==> src/rtl/sub_bytes.sv <==
// sub_bytes -- registered AES SubBytes stage.
//
// Maps each of the 16 bytes of a 128-bit AES state through the FIPS-197
// S-box and registers the result, giving a fixed one-cycle latency at one
// state per cycle. The 16 byte lanes are independent and identical.
//
// Optional build macro: SUB_BYTES_INV_EN
//   defined   -> adds port inv and the inverse S-box table; inv is sampled
//                together with in_valid and selects the inverse mapping.
//   undefined -> forward S-box only, no inv port.
//
// Ports:
//   clk        input   1    rising-edge clock
//   rst_n      input   1    synchronous active-low reset
//   in_valid   input   1    state_in holds a valid state this cycle
//   state_in   input   128  byte k = bits [8k+7:8k]
//   inv        input   1    (SUB_BYTES_INV_EN only) 1 = inverse S-box
//   out_valid  output  1    state_out carries a new result this cycle
//   state_out  output  128  substituted state, same byte order as state_in
module sub_bytes (
  input  logic         clk,
  input  logic         rst_n,
  input  logic         in_valid,
  input  logic [127:0] state_in,
`ifdef SUB_BYTES_INV_EN
  input  logic         inv,
`endif
  output logic         out_valid,
  output logic [127:0] state_out
);

  localparam logic [7:0] SBOX [256] = '{
    8'h63,8'h7c,8'h77,8'h7b,8'hf2,8'h6b,8'h6f,8'hc5,8'h30,8'h01,8'h67,8'h2b,8'hfe,8'hd7,8'hab,8'h76,
    8'hca,8'h82,8'hc9,8'h7d,8'hfa,8'h59,8'h47,8'hf0,8'had,8'hd4,8'ha2,8'haf,8'h9c,8'ha4,8'h72,8'hc0,
    8'hb7,8'hfd,8'h93,8'h26,8'h36,8'h3f,8'hf7,8'hcc,8'h34,8'ha5,8'he5,8'hf1,8'h71,8'hd8,8'h31,8'h15,
    8'h04,8'hc7,8'h23,8'hc3,8'h18,8'h96,8'h05,8'h9a,8'h07,8'h12,8'h80,8'he2,8'heb,8'h27,8'hb2,8'h75,
    8'h09,8'h83,8'h2c,8'h1a,8'h1b,8'h6e,8'h5a,8'ha0,8'h52,8'h3b,8'hd6,8'hb3,8'h29,8'he3,8'h2f,8'h84,
    8'h53,8'hd1,8'h00,8'hed,8'h20,8'hfc,8'hb1,8'h5b,8'h6a,8'hcb,8'hbe,8'h39,8'h4a,8'h4c,8'h58,8'hcf,
    8'hd0,8'hef,8'haa,8'hfb,8'h43,8'h4d,8'h33,8'h85,8'h45,8'hf9,8'h02,8'h7f,8'h50,8'h3c,8'h9f,8'ha8,
    8'h51,8'ha3,8'h40,8'h8f,8'h92,8'h9d,8'h38,8'hf5,8'hbc,8'hb6,8'hda,8'h21,8'h10,8'hff,8'hf3,8'hd2,
    8'hcd,8'h0c,8'h13,8'hec,8'h5f,8'h97,8'h44,8'h17,8'hc4,8'ha7,8'h7e,8'h3d,8'h64,8'h5d,8'h19,8'h73,
    8'h60,8'h81,8'h4f,8'hdc,8'h22,8'h2a,8'h90,8'h88,8'h46,8'hee,8'hb8,8'h14,8'hde,8'h5e,8'h0b,8'hdb,
    8'he0,8'h32,8'h3a,8'h0a,8'h49,8'h06,8'h24,8'h5c,8'hc2,8'hd3,8'hac,8'h62,8'h91,8'h95,8'he4,8'h79,
    8'he7,8'hc8,8'h37,8'h6d,8'h8d,8'hd5,8'h4e,8'ha9,8'h6c,8'h56,8'hf4,8'hea,8'h65,8'h7a,8'hae,8'h08,
    8'hba,8'h78,8'h25,8'h2e,8'h1c,8'ha6,8'hb4,8'hc6,8'he8,8'hdd,8'h74,8'h1f,8'h4b,8'hbd,8'h8b,8'h8a,
    8'h70,8'h3e,8'hb5,8'h66,8'h48,8'h03,8'hf6,8'h0e,8'h61,8'h35,8'h57,8'hb9,8'h86,8'hc1,8'h1d,8'h9e,
    8'he1,8'hf8,8'h98,8'h11,8'h69,8'hd9,8'h8e,8'h94,8'h9b,8'h1e,8'h87,8'he9,8'hce,8'h55,8'h28,8'hdf,
    8'h8c,8'ha1,8'h89,8'h0d,8'hbf,8'he6,8'h42,8'h68,8'h41,8'h99,8'h2d,8'h0f,8'hb0,8'h54,8'hbb,8'h16
  };

`ifdef SUB_BYTES_INV_EN
  localparam logic [7:0] INV_SBOX [256] = '{
    8'h52,8'h09,8'h6a,8'hd5,8'h30,8'h36,8'ha5,8'h38,8'hbf,8'h40,8'ha3,8'h9e,8'h81,8'hf3,8'hd7,8'hfb,
    8'h7c,8'he3,8'h39,8'h82,8'h9b,8'h2f,8'hff,8'h87,8'h34,8'h8e,8'h43,8'h44,8'hc4,8'hde,8'he9,8'hcb,
    8'h54,8'h7b,8'h94,8'h32,8'ha6,8'hc2,8'h23,8'h3d,8'hee,8'h4c,8'h95,8'h0b,8'h42,8'hfa,8'hc3,8'h4e,
    8'h08,8'h2e,8'ha1,8'h66,8'h28,8'hd9,8'h24,8'hb2,8'h76,8'h5b,8'ha2,8'h49,8'h6d,8'h8b,8'hd1,8'h25,
    8'h72,8'hf8,8'hf6,8'h64,8'h86,8'h68,8'h98,8'h16,8'hd4,8'ha4,8'h5c,8'hcc,8'h5d,8'h65,8'hb6,8'h92,
    8'h6c,8'h70,8'h48,8'h50,8'hfd,8'hed,8'hb9,8'hda,8'h5e,8'h15,8'h46,8'h57,8'ha7,8'h8d,8'h9d,8'h84,
    8'h90,8'hd8,8'hab,8'h00,8'h8c,8'hbc,8'hd3,8'h0a,8'hf7,8'he4,8'h58,8'h05,8'hb8,8'hb3,8'h45,8'h06,
    8'hd0,8'h2c,8'h1e,8'h8f,8'hca,8'h3f,8'h0f,8'h02,8'hc1,8'haf,8'hbd,8'h03,8'h01,8'h13,8'h8a,8'h6b,
    8'h3a,8'h91,8'h11,8'h41,8'h4f,8'h67,8'hdc,8'hea,8'h97,8'hf2,8'hcf,8'hce,8'hf0,8'hb4,8'he6,8'h73,
    8'h96,8'hac,8'h74,8'h22,8'he7,8'had,8'h35,8'h85,8'he2,8'hf9,8'h37,8'he8,8'h1c,8'h75,8'hdf,8'h6e,
    8'h47,8'hf1,8'h1a,8'h71,8'h1d,8'h29,8'hc5,8'h89,8'h6f,8'hb7,8'h62,8'h0e,8'haa,8'h18,8'hbe,8'h1b,
    8'hfc,8'h56,8'h3e,8'h4b,8'hc6,8'hd2,8'h79,8'h20,8'h9a,8'hdb,8'hc0,8'hfe,8'h78,8'hcd,8'h5a,8'hf4,
    8'h1f,8'hdd,8'ha8,8'h33,8'h88,8'h07,8'hc7,8'h31,8'hb1,8'h12,8'h10,8'h59,8'h27,8'h80,8'hec,8'h5f,
    8'h60,8'h51,8'h7f,8'ha9,8'h19,8'hb5,8'h4a,8'h0d,8'h2d,8'he5,8'h7a,8'h9f,8'h93,8'hc9,8'h9c,8'hef,
    8'ha0,8'he0,8'h3b,8'h4d,8'hae,8'h2a,8'hf5,8'hb0,8'hc8,8'heb,8'hbb,8'h3c,8'h83,8'h53,8'h99,8'h61,
    8'h17,8'h2b,8'h04,8'h7e,8'hba,8'h77,8'hd6,8'h26,8'he1,8'h69,8'h14,8'h63,8'h55,8'h21,8'h0c,8'h7d
  };
`endif

  // Stage 0: combinational byte substitution of the incoming state
  logic [127:0] sub_p0;

  always_comb begin
    sub_p0 = '0;
    for (int k = 0; k < 16; k++) begin
`ifdef SUB_BYTES_INV_EN
      sub_p0[8*k +: 8] = inv ? INV_SBOX[state_in[8*k +: 8]] : SBOX[state_in[8*k +: 8]];
`else
      sub_p0[8*k +: 8] = SBOX[state_in[8*k +: 8]];
`endif
    end
  end

  // Stage 1: output register; data loads only on valid so idle-cycle
  // garbage (including X) on state_in never reaches state_out
  logic [127:0] state_p1;
  logic         vld_p1;

  always_ff @(posedge clk) begin
    if (!rst_n) begin
      state_p1 <= '0;
      vld_p1   <= 1'b0;
    end else begin
      vld_p1 <= in_valid;
      if (in_valid) state_p1 <= sub_p0;
    end
  end

  assign state_out = state_p1;
  assign out_valid = vld_p1;

endmodule

==> config.mk <==
export PLATFORM = sky130hd
export DESIGN_NAME = sub_bytes
export DESIGN_NICKNAME = d
export VERILOG_FILES = /design/src/rtl/sub_bytes.sv
export SDC_FILE = /design/constraint.sdc
export NUM_CORES = 2
export LEC_CHECK = 0
export BUFFER_PORTS_ARGS = -buffer_cell sky130_fd_sc_hd__buf_2
export CAP_MARGIN = 10
export CELL_PAD_IN_SITES_DETAIL_PLACEMENT = 0
export CELL_PAD_IN_SITES_GLOBAL_PLACEMENT = 2
export CORE_ASPECT_RATIO = 0.9
export CORE_MARGIN = 2
export CORE_UTILIZATION = 36
export CTS_BUF_LIST = sky130_fd_sc_hd__clkbuf_8
export CTS_CLUSTER_SIZE = 12
export DETAILED_ROUTE_END_ITERATION = 7
export PLACE_DENSITY_LB_ADDON = 0.08
export SYNTH_ARGS = -nofsm -noshare
export SYNTH_HDL_FRONTEND = slang
export SYNTH_SLANG_ARGS = --single-unit
==> constraint.sdc <==
create_clock -name clk -period 3.8 [get_ports clk]
set_input_delay 0.38 -clock clk [delete_from_list [all_inputs] [get_ports clk]]
set_output_delay 0.38 -clock clk [all_outputs]
set_load 0.01 [all_outputs]
==> qor.txt <==
CTS tree - done
Sink Count - 129
Synthesized area per cell - 6.19 um^2
PD cells - 195 mW/mm^2
Post-detailed-route DRC marker count - 16
Number of levels the H-tree was split into - 4
Worst VDD drop - 0.273 mV
Area inside the core boundary - 0.157 mm^2
Synthesis-to-layout area growth - 4.82%
Dpl hpwl - 222 mm
Number of enable flip-flop cells after synthesis - 0
Kind of critical path - input pin to flop
Via-to-Cell Ratio - 7.18
Most repeated library cell on the critical path - a311oi_1
Die extent in x - 423 um
Largest net degree at the start of global routing - 157
Post-synthesis net count - 9,538
Cells along the critical path - buf_2 > inv_1 > ha_1 > nand2b_1 > a21oi_1 > a311oi_1 > a311oi_1 > nor4_1 > a211oi_1 > a22o_1
Total number of vias - 77,700
Setup crit end kind - flop
Count of endpoints failing hold in the final timing report - 0
Detailed Routing Iterations Pass 1 - 8
Critical path startpoint category - input pin
Clk pwr share - 0.126
Gate count of the mapped netlist - 9,167
Arr. time, crit path - 3.55 ns
Leading cell types by total area after synthesis - o21ai_0 (8.0%), a21oi_1 (8.0%), nand2_1 (5.6%), ha_1 (5.3%), nor2_1 (5.1%)
Fin cells - 10,800
Max Transition Viols Final - 0
Crit path max fanout - 14
Net switching power of the design - 6.82 mW
Sw frac - 0.587
Normalized max-slew margin - 0.257
Antenna violation net count after detailed routing - 0
Clock buffer count from CTS - 17
Number of DRC markers in iteration 0 - 13,600
Number of port buffers - 259
Fraction of registers with async set or reset after synthesis - 0
Area share of the largest cell type after synthesis - 0.0800
Slowest cell on crit path - ha_1
Outcome - finished, violations left
Routability Congestion - 1.01
Reported leakage power - 21.3 nW
Total Die Area - 0.161 mm^2
Register bit total from synthesis - 129
Comb pwr share - 0.736
Worst-Margin Slew - 1.11 ns
Cell Int Power - 4.80 mW
Warning count from the yosys run - 0
Portion of total power attributed to sequential cells - 0.138
Post-synthesis cell type count - 100
Final Power - 11.6 mW
Worst min path class - input pin to flop
Most used flip-flop cell after synthesis - dfxtp_1
Final TNS setup - 0 ns
Worst setup skew after layout - 0 ns
Congestion Overflow GR - 0
Critical Path Max Stage Delay - 0.72 ns
Routed WL - 320 mm
Violations in the final reports - design-rule violations
Achievable clock frequency - 344 MHz
Clock transition time at the flip-flop clock pins of the worst setup and hold paths - 0.11 ns
Number of cell rows - 138
Via count of the first global-routing pass - 70,200
Buffer cell driving the clock tree root - clkbuf_8
Share of cells above drive strength 1 - 0.109
All-Layer GR Usage - 0.375
Effective utilization at floorplan - 0.362
Post-Place Cells - 10,800
Ratio of final minimum period to clock period - 0.765
Global-route wire length before repair - 476 mm
Data required, critical path - 4.44 ns
Clock period minus final worst setup slack - 2.91 ns
Buffer levels on the longest clock path - 2
Post-cts sizing count - 0
Unrepaired setup endpoints after global routing - false
Post-synthesis sequential area ratio - 0.0455
Routed WL per cell - 29.6 um
Post-Route Utilization - 0.379
Final net count - 9,053
Max-Cap Viols - 0
Initial antenna violation count - 34
Num ports - 260
Setup-failing EPs final - 0
Total standard cell area after synthesis - 0.0568 mm^2
Worst skew pair latency - 0.68 ns
Die Y - 381 um
Largest area contributor in the netlist - o21ai_0
[metal layers]
metal,vias up,share of wire,GRT usage
li1,33900,-,-
met1,36800,0.41,0.521
met2,6004,0.43,0.560
met3,944,0.12,0.0752
met4,6,0.046,0.155
met5,-,0.00012,0
[cell families after synthesis]
family,synth area share
compound gates,0.455
xor+xnor,0.00337
fa+ha+maj,0.0531
buf+inv,0.100
flops,0.0455
mux,0.0609
simple gates,0.282
[cells in the mapped netlist, types with 47 or more instances]
library cell / count
a311oi_1: 152
mux4_2: 110
inv_1: 122
buf_2: 397
o211ai_1: 281
o21ai_1: 57
and2_1: 81
a21oi_1: 906
mux2i_1: 65
buf_1: 107
a211o_1: 64
or2_2: 58
ha_1: 240
o2111ai_1: 69
nor2b_1: 210
or3_1: 47
nor3_1: 373
clkbuf_1: 611
a2111oi_0: 64
nor2_1: 768
and3_1: 51
nand2_1: 840
dfxtp_1: 129
o21ai_0: 907
a31oi_1: 242
o311ai_0: 153
a221oi_1: 64
o221ai_1: 77
o22ai_1: 62
nand3_1: 374
a211oi_1: 264
o31ai_1: 124
nand2b_1: 300
[cell type report]
cell class              count  area, um^2
repair buffers            658        4770
flip-flops and latches    129        2580
fillers                 17400       97500
multi-input cells        7712       48500
inverters                 164         618
clock buffers              23         317
diodes                     22        55.1
clock inverters             5        31.3
well taps                2100        2630
[registers in the layout, indices dropped and copies added, names as in the netlist]
signal,flops
state_out,128
out_valid,1
[cell usage in the layout, fill, tap and decap left out, types with 152 or more instances in the layout]
cell,n
nor2_1,768
nand2_1,839
a211oi_1,264
nor2b_1,209
nand2b_1,300
o211ai_1,281
nor3_1,373
a21oi_1,906
o311ai_0,153
buf_2,237
a311oi_1,152
ha_1,240
nand3_1,374
a31oi_1,242
buf_4,386
o21ai_0,907
[worst paths after layout]
check                                endpoint  slack (ns)          start  cells past startpoint
worst min register to register  state_out[76]        0.45  state_out[76]                      2
worst min-delay path            state_out[89]        0.12   state_in[95]                      3
worst max-delay path            state_out[34]        0.89   state_in[33]                     10
worst max register to register  state_out[33]        2.51  state_out[33]                      3
[metrics by stage]
step           area [um^2]  worst slack, ns  hold WS [ns]
6_report             59500            0.891         0.116
5_1_grt              59500            0.797        0.0929
4_1_cts              59400             1.07        0.0453
3_5_place_dp         59100            0.335         0.434
3_3_place_gp         59100            0.222         0.440
2_1_floorplan        56800            0.940         0.463
[worst max-delay path, delay by kind of cell]
| family | cells | cell delay [ns] |
|---|---|---|
| adder cells (fa/ha/maj) | 1 | 0.72 |
| AO/OA/AOI/OAI | 5 | 1.58 |
| AND/OR/NAND/NOR | 2 | 0.48 |
| buffers and inverters | 2 | 0.38 |
[what timing repair did]
item,in CTS,in global routing
setup buffers,0,0
hold buffers,1,0
endpoints found under the hold margin,1,0
[power by group through the flow]
stage	Clock [mW]	Combinational [mW]	Sequential, mW
floorplan	0	5.39	1.63
global placement	0	8.31	1.64
detailed placement	0	8.17	1.64
CTS	1.52	8.20	1.61
global route	1.55	9.03	1.62
finish	1.46	8.55	1.60
Power figures use the tool's default switching activity.
